## src/rtl/cache_mem_arbiter_pkg.sv

```systemverilog
// Shared types for the I/D cache memory-port arbiter: one-hot FSM state
// codes and the grant-side encoding used by the picker and the top.
package cache_mem_arbiter_pkg;

    // One-hot arbiter states
    typedef enum logic [4:0] {
        ARB_IDLE    = 5'b00001,
        ARB_GRANT_I = 5'b00010,
        ARB_GRANT_D = 5'b00100,
        ARB_DONE_I  = 5'b01000,
        ARB_DONE_D  = 5'b10000
    } arb_state_e;

    // Which cache owns (or last owned) the memory port
    typedef enum logic {
        SIDE_I = 1'b0,
        SIDE_D = 1'b1
    } arb_side_e;

    // True in either grant state, i.e. while the memory request is live
    function automatic logic arb_in_grant(input arb_state_e s);
        return (s == ARB_GRANT_I) || (s == ARB_GRANT_D);
    endfunction

endpackage

```

## src/rtl/cache_mem_arbiter_rr_pick.sv

```systemverilog
// Two-way round-robin picker: a lone requester wins outright; on a tie the
// side that did not win last time is chosen. Purely combinational.
module cache_mem_arbiter_rr_pick
    import cache_mem_arbiter_pkg::*;
(
    input  logic i_req_icache,
    input  logic i_req_dcache,
    input  logic i_last_grant,
    output logic o_valid,
    output logic o_grant
);

    // Select the winner from the two request levels and the previous owner
    always_comb begin
        o_valid = i_req_icache | i_req_dcache;
        o_grant = SIDE_I;
        if (i_req_icache && i_req_dcache) begin
            o_grant = (i_last_grant == SIDE_I) ? SIDE_D : SIDE_I;
        end else if (i_req_dcache) begin
            o_grant = SIDE_D;
        end
    end

endmodule

```

## src/rtl/cache_mem_arbiter.sv

```systemverilog
// Shares the single refill/write-back memory port between the I-cache and
// the D-cache, one transaction at a time, round-robin on ties.
// Optional feature: define ARB_TIMEOUT_EN to add a grant watchdog that
// forces completion (with err and zeroed read data) after TMO_W-bit overflow.
//
// state   | meaning
// --------+-----------------------------------------------------------
// IDLE    | no transaction; requests sampled and picked here
// GRANT_I | mem_ena high for the I-cache refill, waiting for mem_ok
// GRANT_D | mem_ena high for the D-cache refill/write-back
// DONE_I  | i_ok pulse; requests ignored so the I-cache can drop its level
// DONE_D  | d_ok pulse; same for the D-cache
module cache_mem_arbiter
    import cache_mem_arbiter_pkg::*;
#(
    parameter int ADDR_W = 64,
    parameter int DATA_W = 64,
    parameter int TMO_W  = 8
) (
    input  logic                clk,
    input  logic                rst,
    input  logic                i_req_ena,
    input  logic [ADDR_W-1:0]   i_req_addr,
    output logic [DATA_W-1:0]   i_rdata,
    output logic                i_ok,
    input  logic                d_req_ena,
    input  logic                d_req_we,
    input  logic [ADDR_W-1:0]   d_req_addr,
    input  logic [DATA_W-1:0]   d_wdata,
    input  logic [DATA_W/8-1:0] d_wstrb,
    output logic [DATA_W-1:0]   d_rdata,
    output logic                d_ok,
    output logic                mem_ena,
    output logic                mem_we,
    output logic [ADDR_W-1:0]   mem_addr,
    output logic [DATA_W-1:0]   mem_wdata,
    output logic [DATA_W/8-1:0] mem_wstrb,
    input  logic [DATA_W-1:0]   mem_rdata,
    input  logic                mem_ok,
    output logic                err
);

    arb_state_e          r_state;
    arb_state_e          w_next_state;
    logic                r_last_grant;
    logic                w_pick_valid;
    logic                w_pick_grant;
    logic                w_grant_ev;
    logic                w_in_grant;
    logic                w_timeout;

    logic                r_mem_ena;
    logic                r_mem_we;
    logic [ADDR_W-1:0]   r_mem_addr;
    logic [DATA_W-1:0]   r_mem_wdata;
    logic [DATA_W/8-1:0] r_mem_wstrb;
    logic [DATA_W-1:0]   r_i_rdata;
    logic [DATA_W-1:0]   r_d_rdata;
    logic                r_i_ok;
    logic                r_d_ok;

    cache_mem_arbiter_rr_pick u_rr_pick (
        .i_req_icache (i_req_ena),
        .i_req_dcache (d_req_ena),
        .i_last_grant (r_last_grant),
        .o_valid      (w_pick_valid),
        .o_grant      (w_pick_grant)
    );

    assign w_grant_ev = (r_state == ARB_IDLE) && w_pick_valid;
    assign w_in_grant = arb_in_grant(r_state);

`ifdef ARB_TIMEOUT_EN
    logic [TMO_W-1:0] r_tmo_cnt;
    logic             r_err;

    // Watchdog: restart on every grant, count grant cycles without mem_ok
    always_ff @(posedge clk or posedge rst) begin
        if (rst) begin
            r_tmo_cnt <= '0;
        end else if (w_grant_ev) begin
            r_tmo_cnt <= '0;
        end else if (w_in_grant && !mem_ok) begin
            r_tmo_cnt <= r_tmo_cnt + 1'b1;
        end
    end

    // mem_ok in the same cycle as overflow takes priority over the timeout
    assign w_timeout = w_in_grant && !mem_ok && (r_tmo_cnt == '1);

    // One-cycle error flag, aligned with the forced x_ok pulse
    always_ff @(posedge clk or posedge rst) begin
        if (rst) begin
            r_err <= 1'b0;
        end else begin
            r_err <= w_timeout;
        end
    end

    assign err = r_err;
`else
    assign w_timeout = 1'b0;
    assign err       = 1'b0;
`endif

    // State register
    always_ff @(posedge clk or posedge rst) begin
        if (rst) begin
            r_state <= ARB_IDLE;
        end else begin
            r_state <= w_next_state;
        end
    end

    // Next-state decode; DONE states always fall back to IDLE unconditionally
    always_comb begin
        w_next_state = r_state;
        case (r_state)
            ARB_IDLE: begin
                if (w_pick_valid) begin
                    w_next_state = (w_pick_grant == SIDE_D) ? ARB_GRANT_D : ARB_GRANT_I;
                end
            end
            ARB_GRANT_I: begin
                if (mem_ok || w_timeout) begin
                    w_next_state = ARB_DONE_I;
                end
            end
            ARB_GRANT_D: begin
                if (mem_ok || w_timeout) begin
                    w_next_state = ARB_DONE_D;
                end
            end
            ARB_DONE_I: w_next_state = ARB_IDLE;
            ARB_DONE_D: w_next_state = ARB_IDLE;
            default:    w_next_state = ARB_IDLE;
        endcase
    end

    // Handshake outputs registered from the next state so none is combinational
    always_ff @(posedge clk or posedge rst) begin
        if (rst) begin
            r_mem_ena <= 1'b0;
            r_i_ok    <= 1'b0;
            r_d_ok    <= 1'b0;
        end else begin
            r_mem_ena <= arb_in_grant(w_next_state);
            r_i_ok    <= (w_next_state == ARB_DONE_I);
            r_d_ok    <= (w_next_state == ARB_DONE_D);
        end
    end

    // Latch the winner's request fields once, at the grant edge
    always_ff @(posedge clk or posedge rst) begin
        if (rst) begin
            r_last_grant <= SIDE_I;
            r_mem_we     <= 1'b0;
            r_mem_addr   <= '0;
            r_mem_wdata  <= '0;
            r_mem_wstrb  <= '0;
        end else if (w_grant_ev) begin
            r_last_grant <= w_pick_grant;
            if (w_pick_grant == SIDE_D) begin
                r_mem_we    <= d_req_we;
                r_mem_addr  <= d_req_addr;
                r_mem_wdata <= d_wdata;
                r_mem_wstrb <= d_wstrb;
            end else begin
                r_mem_we    <= 1'b0;
                r_mem_addr  <= i_req_addr;
                r_mem_wdata <= '0;
                r_mem_wstrb <= '0;
            end
        end
    end

    // Return data per side; it holds until that side's next completion
    always_ff @(posedge clk or posedge rst) begin
        if (rst) begin
            r_i_rdata <= '0;
            r_d_rdata <= '0;
        end else begin
            if (r_state == ARB_GRANT_I) begin
                if (mem_ok) begin
                    r_i_rdata <= mem_rdata;
                end else if (w_timeout) begin
                    r_i_rdata <= '0;
                end
            end
            if (r_state == ARB_GRANT_D) begin
                if (mem_ok) begin
                    if (!r_mem_we) begin
                        r_d_rdata <= mem_rdata;
                    end
                end else if (w_timeout) begin
                    r_d_rdata <= '0;
                end
            end
        end
    end

    assign mem_ena   = r_mem_ena;
    assign mem_we    = r_mem_we;
    assign mem_addr  = r_mem_addr;
    assign mem_wdata = r_mem_wdata;
    assign mem_wstrb = r_mem_wstrb;
    assign i_rdata   = r_i_rdata;
    assign d_rdata   = r_d_rdata;
    assign i_ok      = r_i_ok;
    assign d_ok      = r_d_ok;

endmodule

```

## config.mk

```make
export PLATFORM = sky130hd
export DESIGN_NAME = cache_mem_arbiter
export DESIGN_NICKNAME = d
export VERILOG_FILES = /design/src/rtl/cache_mem_arbiter_pkg.sv /design/src/rtl/cache_mem_arbiter_rr_pick.sv /design/src/rtl/cache_mem_arbiter.sv
export SDC_FILE = /design/constraint.sdc
export NUM_CORES = 1
export LEC_CHECK = 0
export BUFFER_PORTS_ARGS = -buffer_cell sky130_fd_sc_hd__clkbuf_2
export CORE_AREA = 2 2 210 212
export CTS_CLUSTER_SIZE = 28
export DETAILED_ROUTE_END_ITERATION = 7
export DIE_AREA = 0 0 212 214
export GPL_TIMING_DRIVEN = 0
export PLACE_DENSITY_LB_ADDON = 0.1
export SYNTH_ARGS = -nofsm -noshare
export SYNTH_HDL_FRONTEND = slang
export SYNTH_SLANG_ARGS = --single-unit
```

## constraint.sdc

```tcl
create_clock -name clk -period 15.08 [get_ports clk]
set_input_delay 2.262 -clock clk [delete_from_list [all_inputs] [get_ports clk]]
set_output_delay 2.262 -clock clk [all_outputs]
set_load 0.01 [all_outputs]
```

==> metrics <==
initial antenna violation count 1; drc violations 0; leading cell type by number of instances after synthesis dfrtp_1; post-CTS clock slew at the launch and capture registers of the worst setup and hold paths about 60 ps; most area-hungry cell type in the Yosys netlist dfrtp_1; via count of the first global-routing pass 8602; Pwr per Cell Area about 220 nW/um^2; Hold Worst Slack approximately 500 ps; final hold violations 0; kind of capture point of the worst setup path flip-flop; combined flip-flop and latch cell area 6860 um^2; aggregate negative setup slack 0 ps; layout cells sized above 1 0.691; Root Buffer Master clkbuf_16; largest fanout on the critical path 10; path class of the lowest-slack min-delay path flip-flop to flip-flop; largest buffer count on any clock path 3; Total Nets Final 1521; Iteration-0 DRC Markers 295; proportion of power drawn by combinational gates 0.388; Syn Inst Count slightly below 700; total global-route track usage 0.159; CTS-repair resized insts 0; wire length of the first global-routing pass 54600 um; number of core rows between 70 and 80; run status finished clean; area added between synthesis and finish 41.8%; H-tree levels 2; transition at the pin with the smallest max-transition slack between 1000 and 1500 ps; count of final setup violators 0; start-to-end type of the worst setup path input pin to flip-flop; Post-synth EDFFs 0; overall power after layout approximately 0.0034 W; area fraction of the dominant cell type after synthesis 0.616; TritonCTS clock tree built; post-synthesis instance area ~11000 um^2; area taken by multi-input logic gates 3910 um^2; number of buffers inserted by hold repair at cts 0; # Max-Cap Violations 0; sw frac 0.338; predominant post-synthesis flop cell dfrtp_1; Layout Skew 12.8 ps; floorplan core area ~43000 um^2; setup repair after global routing missed its margin no; sequential power share 0.366; final core utilization 0.366; Sw Pwr about 0.0011 W; P_leak 8.17 nW; commonest cells in the netlist 273 x dfrtp_1, 197 x mux2_2, 73 x a22o_1; Total Wirelength roughly 36000 um; Finished Cell Area 15700 um^2; Syn Nets about 950; post-synthesis average cell area ~16 um^2; HPWL after DPL ~28000 um; tightest slew margin relative to the limit 0.286; YS warnings 0; peak supply drop slightly below 80 uV; share of synthesized area occupied by flip-flops and latches 0.619; die outline area ~45000 um^2; number of clock sinks roughly 270; horizontal extent of the die about 210 um; Post-synth ARST share 1.00; Remaining Overflow, GRT 0; FF+latch count, synth between 200 and 300; Starting Density 0.259; vertical die dimension ~210 um; Final Critical Period about 4000 ps; final slew viol count 0; routability congestion estimate from global placement ~0.75; number of placed I/O pins approximately 540; data required time at the worst endpoint between 15000 and 20000 ps; count of filler cells inserted in the layout 4314; Period Utilization, post-route 0.265; clock buffer count from CTS 35; maximum number of pins on one net before global-route repair ~120; number of buffers inserted to repair setup after CTS 0; clock latency on the worst-skew pair 530 ps; final routed wire length divided by cell count between 15 and 20 um; first drt pass iteration count 4; startpoint kind of the worst setup timing path input pin; count of cell types in the netlist 31; post-route antenna net violation count 0; routed via count between 7000 and 8000; fmax 0.250 GHz; Internal Power ~0.0023 W; largest cells by area after synthesis dfrtp_1 62%, mux2_2 20%, mux2_4 8.1%; Vias per Instance roughly 4.3; number of port buffers between 500 and 600; Arrival @ worst endpoint between 4000 and 5000 ps; part of the total power dissipated in the clock network 0.247; Post-Place Cell Area 14600 um^2
==> stage by stage <==
step | cells | setup WS [ps]
6_report | 1861 | 11090
5_1_grt | 1860 | 10830
4_1_cts | 1860 | 10970
3_5_place_dp | 1799 | 10380
3_3_place_gp | 1797 | 1270
2_1_floorplan | 675 | 5270
==> cell type report <==
class	instances	share of cell area
Buffer	44	0.0191
Timing Repair Buffer	539	0.174
Clock buffer	52	0.0663
Antenna cell	1	0.000159
Inverter	4	0.00143
Multi-Input combinational cell	353	0.249
Sequential cell	274	0.436
Clock inverter	9	0.00661
Tap cell	585	0.0466
==> placed cells by master, fill, tap and decap left out, types with 3 or more instances in the layout <==
| cell type | count |
|---|---|
| clkbuf_8 | 6 |
| dfrtp_1 | 273 |
| buf_4 | 3 |
| buf_12 | 6 |
| clkinv_2 | 4 |
| mux2_4 | 60 |
| clkbuf_1 | 24 |
| nor2_1 | 4 |
| clkbuf_2 | 537 |
| mux2_2 | 197 |
| buf_2 | 15 |
| a22o_1 | 73 |
| buf_1 | 4 |
| clkbuf_16 | 37 |
==> registers in the layout (all words and copies together), names as in the netlist <==
signal,flops
mem_wdata,64
r_state,5
i_ok,1
r_last_grant,1
mem_ena,1
d_rdata,64
mem_wstrb,8
d_ok,1
i_rdata,64
mem_we,1
mem_addr,64
==> routing by layer <==
metal	GRT usage	part of all wire	vias up
met3	0.0619	0.088	48
li1	-	-	3627
met5	0	0	-
met1	0.182	0.39	3949
met4	0.0411	0.019	0
met2	0.276	0.51	304
==> cell families after synthesis <==
| family | Yosys count | synth area share |
|---|---|---|
| multiplexers | 257 | 0.281 |
| buffers and inverters | 48 | 0.0284 |
| AND/OR/NAND/NOR | 15 | 0.00869 |
| AO/OA/AOI/OAI | 80 | 0.0626 |
| other | 1 | 0.000338 |
| flip-flops | 274 | 0.619 |
==> final timing paths <==
path | start | endpoint | slack, ps | cells after the start
min reg2reg | mem_wdata[58] | mem_wdata[58] | 500 | 1
max reg2reg | r_last_grant | mem_addr[5] | 12580 | 5
min in group asynchronous | rst | i_rdata[18] | 1770 | 2
max in group asynchronous | rst | mem_wdata[50] | 12330 | 3
max | d_req_ena | mem_addr[5] | 11090 | 6
min | mem_wdata[58] | mem_wdata[58] | 500 | 1
==> power groups by stage <==
stage	logic, W	clock network, W	registers (W)
finish	0.00132	0.000840	0.00124
global route	0.00143	0.000903	0.00129
CTS	0.00136	0.000872	0.00125
detailed placement	0.00135	0	0.00125
global placement	0.00135	0	0.00125
floorplan	0.000615	0	0.00140
==> worst max-delay path: stages <==
cell      delay (ps)
clkbuf_2         110
a21boi_0         410
clkbuf_1         510
buf_2            430
mux2_2           410
mux2_2           260
Note: power is estimated with default switching activity, not from simulation.
